**src/rtl/spi_data_fifo_pkg.sv**
```systemverilog
// Shared SPI definitions used by the data FIFO stage: bus width, FIFO depth,
// APB-slave request bundle and the status record reported to CR/SR.
package spi_data_fifo_pkg;

  localparam int unsigned SPI_DATA_WIDTH = 32;
  localparam int unsigned SPI_FIFO_DEPTH = 8;
  localparam int unsigned SPI_FIFO_LW    = $clog2(SPI_FIFO_DEPTH) + 1;

  typedef logic [SPI_DATA_WIDTH-1:0] spi_bus_t;

  typedef struct packed {
    logic tfifo_wen;
    logic rfifo_ren;
  } as2sd_t;

  typedef struct packed {
    logic [SPI_FIFO_LW-1:0] level;
    logic                   empty;
    logic                   full;
    logic                   ovf;
    logic                   unf;
  } fifo_stat_t;

endpackage

```
**src/rtl/spi_sync_fifo.sv**
```systemverilog
// Generic show-ahead single-clock FIFO with synchronous flush and sticky
// overflow/underflow flags. Pointers carry one extra wrap bit.
module spi_sync_fifo #(
  parameter  int unsigned DEPTH = 8,
  parameter  int unsigned DW    = 32,
  localparam int unsigned AW    = $clog2(DEPTH),
  localparam int unsigned LW    = AW + 1
) (
  input  logic          clk,
  input  logic          rst,
  input  logic          push,
  input  logic [DW-1:0] push_data,
  input  logic          pop,
  input  logic          flush,
  input  logic          err_clr,
  output logic [DW-1:0] head,
  output logic [LW-1:0] level,
  output logic          empty,
  output logic          full,
  output logic          ovf,
  output logic          unf
);

  logic [DW-1:0] mem [DEPTH];
  logic [LW-1:0] wp;
  logic [LW-1:0] rp;
  logic          do_push;
  logic          do_pop;
  logic          ovf_set;
  logic          unf_set;

  always_comb begin
    empty = (wp == rp);
    full  = (wp[LW-1] != rp[LW-1]) && (wp[AW-1:0] == rp[AW-1:0]);
    level = wp - rp;
    head  = empty ? '0 : mem[rp[AW-1:0]];
  end

  // A pop on a full FIFO frees the slot the same edge, so a paired push fits.
  always_comb begin
    do_push = !flush && push && (!full || pop);
    do_pop  = !flush && pop && !empty;
    ovf_set = !flush && push && full && !pop;
    unf_set = !flush && pop && empty;
  end

  always_ff @(posedge clk) begin
    if (do_push) begin
      mem[wp[AW-1:0]] <= push_data;
    end
  end

  always_ff @(posedge clk or posedge rst) begin
    if (rst) begin
      wp <= '0;
      rp <= '0;
    end else if (flush) begin
      rp <= wp;
    end else begin
      if (do_push) wp <= wp + LW'(1);
      if (do_pop)  rp <= rp + LW'(1);
    end
  end

  // Set wins over a coincident clear.
  always_ff @(posedge clk or posedge rst) begin
    if (rst) begin
      ovf <= 1'b0;
      unf <= 1'b0;
    end else begin
      ovf <= ovf_set | (ovf & ~err_clr);
      unf <= unf_set | (unf & ~err_clr);
    end
  end

endmodule

```
**src/rtl/spi_data_fifo.sv**
```systemverilog
// SPI data buffering stage between the APB slave and the shift engine:
// TX and RX show-ahead FIFOs with levels, flags and sticky errors.
module spi_data_fifo
  import spi_data_fifo_pkg::*;
#(
  parameter  int unsigned DEPTH = SPI_FIFO_DEPTH,
  parameter  int unsigned DW    = SPI_DATA_WIDTH,
  localparam int unsigned LW    = $clog2(DEPTH) + 1
) (
  input  logic          pclk,
  input  logic          preset,
  input  logic          tfifo_wen,
  input  logic [DW-1:0] wdata,
  input  logic          rfifo_ren,
  input  logic          apb_access,
  output logic [DW-1:0] rfifo_out,
  input  logic          tx_pop,
  output logic [DW-1:0] tx_data,
  input  logic          rx_push,
  input  logic [DW-1:0] rx_data,
  input  logic          tx_flush,
  input  logic          rx_flush,
  input  logic          err_clr,
  output logic [LW-1:0] tx_level,
  output logic [LW-1:0] rx_level,
  output logic          tx_empty,
  output logic          tx_full,
  output logic          rx_empty,
  output logic          rx_full,
  output logic          tx_ovf,
  output logic          rx_ovf,
  output logic          rx_unf,
  output logic          tx_unf
);

  as2sd_t req;
  logic   rx_pop;

  // rfifo_ren is address decode only; the pop lands on the edge closing the
  // access phase, while prdata samples the still-unchanged head.
  always_comb begin
    req.tfifo_wen = tfifo_wen;
    req.rfifo_ren = rfifo_ren;
    rx_pop        = req.rfifo_ren && apb_access;
  end

  spi_sync_fifo #(
    .DEPTH (DEPTH),
    .DW    (DW)
  ) u_tx_fifo (
    .clk       (pclk),
    .rst       (preset),
    .push      (req.tfifo_wen),
    .push_data (wdata),
    .pop       (tx_pop),
    .flush     (tx_flush),
    .err_clr   (err_clr),
    .head      (tx_data),
    .level     (tx_level),
    .empty     (tx_empty),
    .full      (tx_full),
    .ovf       (tx_ovf),
    .unf       (tx_unf)
  );

  spi_sync_fifo #(
    .DEPTH (DEPTH),
    .DW    (DW)
  ) u_rx_fifo (
    .clk       (pclk),
    .rst       (preset),
    .push      (rx_push),
    .push_data (rx_data),
    .pop       (rx_pop),
    .flush     (rx_flush),
    .err_clr   (err_clr),
    .head      (rfifo_out),
    .level     (rx_level),
    .empty     (rx_empty),
    .full      (rx_full),
    .ovf       (rx_ovf),
    .unf       (rx_unf)
  );

endmodule

```
**config.mk**
```make
export PLATFORM = sky130hd
export DESIGN_NAME = spi_data_fifo
export DESIGN_NICKNAME = d
export VERILOG_FILES = /design/src/rtl/spi_data_fifo_pkg.sv /design/src/rtl/spi_sync_fifo.sv /design/src/rtl/spi_data_fifo.sv
export SDC_FILE = /design/constraint.sdc
export NUM_CORES = 1
export LEC_CHECK = 0
export ABC_AREA = 1
export ABC_CLOCK_PERIOD_IN_PS = 5690
export BUFFER_PORTS_ARGS = -buffer_cell sky130_fd_sc_hd__clkbuf_2
export CAP_MARGIN = 20
export CORE_MARGIN = 4
export CORE_UTILIZATION = 40
export CTS_CLUSTER_SIZE = 30
export DETAILED_ROUTE_END_ITERATION = 10
export PLACE_DENSITY = 0.54
export SLEW_MARGIN = 20
export SYNTH_ARGS = -nofsm -noshare
export SYNTH_HDL_FRONTEND = slang
export SYNTH_HIERARCHICAL = 1
export SYNTH_SLANG_ARGS = --single-unit
```
**constraint.sdc**
```tcl
create_clock -name pclk -period 5.69 [get_ports pclk]
set_input_delay 0.569 -clock pclk [delete_from_list [all_inputs] [get_ports pclk]]
set_output_delay 0.569 -clock pclk [all_outputs]
set_load 0.01 [all_outputs]
```
==> results.tsv <==
stage	metric	value	unit
logic_synthesis	synthArstFlopShare	3.76	%
sta	rsz0062_at_grt	false	
sta	final.min_clock_period	4.30	ns
pwr	power	13.0	mW
finish	final_layout_size_suffix_gt1_share	12.0	%
run	max-cap-violations	0	
placement	placed_area	24700	sq um
logic_synthesis	synthCells	2262	
critical_path	rrSetupSlack	1.99	ns
floorplan	core.rowCount	88	
critical_path	timing.rr.start	u_tx_fifo/rp[1]	
worst_hold_path	hp-class	input pin to flip-flop	
critical_path	critical_path.top_delay_family	simple AND/OR/NAND/NOR gates	
floorplan	core	57600	sq um
clock_network	cts.sinks	532	
worst_hold_path	hold_start	wdata[20]	
sta	relSlewSlack	34.4	%
global_route	grt_pass1_vias	15050	
clock_network	clockBufferDepth	3	
sta	finalHoldViolCount	0	
critical_path	worst-setup-path-type	flip-flop to output pin	
logic_synthesis	synth-main-ff-cell	edfxtp_1	
logic_synthesis	synth_area	23300	sq um
drt	routed_wl	55500	um
floorplan	dieArea	62100	sq um
finish	fin_area	26400	sq um
sta	fmax	233	MHz
clock_network	cts-buffers-inserted	57	
finish	final_nets	2482	
global_route	overflow	0	
drt	viasPerCell	4.82	
pwr	ir_drop	0.000451	V
drt	drt_iter0_drc	986	
pwr	powerDensity	492	nW/um^2
logic_synthesis	synth-edff-count	512	
clock_network	h-tree-depth	2	
clock_network	insertion_delay	0.61	ns
global_route	grt_max_degree	101	
logic_synthesis	yosys_warnings	6	
critical_path	crit_start	u_rx_fifo/rp[1]	
floorplan	start_util	40.4	%
critical_path	start_kind	flip-flop	
finish	fin_util	45.8	%
global_route	grt_antenna_before_repair	4	
sta	clock_skew	0.0162	ns
drt	wl_per_cell	17.3	um
drt	drc_errors	0	
clock_network	clk_pin_slew	0.06	ns
sta	tightest_slew	0.984	ns
clock_network	cts-root-buf	clkbuf_16	
sta	fin_tns_setup	0	ns
critical_path	cp_common_cell	nand2_1	
critical_path	cp_cell_sequence	inv_1 -> buf_4 -> ha_1 -> nand2_1 -> nor2_2 -> nand2_2 -> nand2_1 -> nor2_1 -> clkbuf_2	
drt	ant_nets	0	
finish	final_cell_mix	850 x nand2_1, 512 x edfxtp_1, 291 x inv_1	
critical_path	critical_path_arrival	3.73	ns
finish	n_fill_cell	5310	
critical_path	path_max_fanout	36	
critical_path	crit_path_top_delay_cell	nand2_2	
logic_synthesis	synth_cell_types	26	
placement	dp_hpwl	31500	um
critical_path	cpPeakStageDelay	0.69	ns
logic_synthesis	syn_nets	2348	
finish	area_growth	13.5	%
placement	portBuffers	153	
global_route	track_usage	17.6	%
critical_path	end_kind	output pin	
sta	drv_slew	0	
pwr	p_leak	11.4	nW
status	status	completed	
drt	vias	15447	
sta	setup_viol	0	
floorplan	die_h	249	um
placement	gp_congestion	0.759	
sta	finalCritPeriodShare	75.5	%
clock_network	cts_tree	done	
critical_path	cp.required	5.12	ns
finish	layout_commonest_cell	nand2_1	
logic_synthesis	syn_avg_cell_area	10.3	sq um
logic_synthesis	ys_ff_latch	532	
global_route	grt_pass1_wl	86800	um
logic_synthesis	synth-seq-area-share	68.3	%
floorplan	die_w	249	um
floorplan	num_io_pins	154	
drt	first_pass_iters	7	
critical_path	critPathBufInv	3	
[registers in the layout, indices dropped and copies added, names as in the netlist]
register       cells
u_rx_fifo/mem    256
u_rx_fifo/ovf      1
u_rx_fifo/rp       4
u_rx_fifo/unf      1
u_rx_fifo/wp       4
u_tx_fifo/mem    256
u_tx_fifo/ovf      1
u_tx_fifo/rp       4
u_tx_fifo/unf      1
u_tx_fifo/wp       4
[power by group]
group          leakage [nW]  internal, mW  total, mW  switching [mW]
combinational          5.69          1.47       4.68            3.21
clock                 0.839          1.93       3.42            1.48
sequential             4.88          4.60       4.90           0.294
total                  11.4          8.00       13.0            4.99
[logic make-up after synthesis]
| kind of cell | Yosys count | synth area share, % |
|---|---|---|
| flops | 532 | 68.3 |
| xor+xnor | 4 | 0.151 |
| buf+inv | 405 | 7.90 |
| fa+ha+maj | 12 | 0.710 |
| simple gates | 1233 | 21.3 |
| compound gates | 76 | 1.65 |
[path summary, 6_finish.rpt]
kind / endpoint / depth (start not counted)
setup / recovery: rfifo_out[31] / 9
hold / removal: u_tx_fifo/mem[6][20] / 1
max in group asynchronous: u_tx_fifo/rp[1] / 3
min in group asynchronous: u_rx_fifo/rp[1] / 3
setup reg to reg: u_tx_fifo/mem[6][14] / 9
hold reg to reg: u_rx_fifo/unf / 2
[through the flow]
| step | hold slack [ns] | cells | setup slack (ns) |
|---|---|---|---|
| floorplan | 0.409 | 2262 | 1.50 |
| global placement | 0.512 | 3096 | 2.01 |
| detailed placement | 0.516 | 3100 | 2.00 |
| CTS | 0.202 | 3203 | 1.33 |
| global route | 0.239 | 3205 | 1.14 |
| finish | 0.235 | 3205 | 1.39 |
[what timing repair did]
item	in CTS	in global routing
hold buffers	1	0
resized for setup	0	0
endpoints found under the hold margin	20	0
buffers inserted	0	0
[routing by layer]
layer	global-route usage, %	vias to the layer above	routed length [um]
met1	23.5	7445	24900
met2	29.8	333	26600
met3	3.49	88	2950
met5	0	-	28
met4	4.27	6	1080
li1	-	7575	-
[Yosys cell counts, drive strengths merged (5+ instances only)]
library cell	count	area share [%]
nand4	5	0.13
nand2	855	14
edfxtp	512	66
inv	295	4.8
dfrtp	20	2.2
buf	93	2.8
nand3	221	4.8
a21oi	65	1.4
nor2	141	2.3
ha	10	0.54
nor3	8	0.17
o21ai	9	0.19
clkbuf	17	0.27
[final cells by class]
cell class / instances / area [sq um] / share of cell area [%]
multi-input cells: 1325 / 5650 / 21.4
diodes: 1 / 2.50 / 0.00948
well taps: 765 / 957 / 3.63
clock buffers: 73 / 1490 / 5.63
inverters: 295 / 1110 / 4.22
repair buffers: 185 / 1090 / 4.11
clock inverters: 29 / 215 / 0.815
flip-flops and latches: 532 / 15900 / 60.2
(Power assumes the default switching activity.)
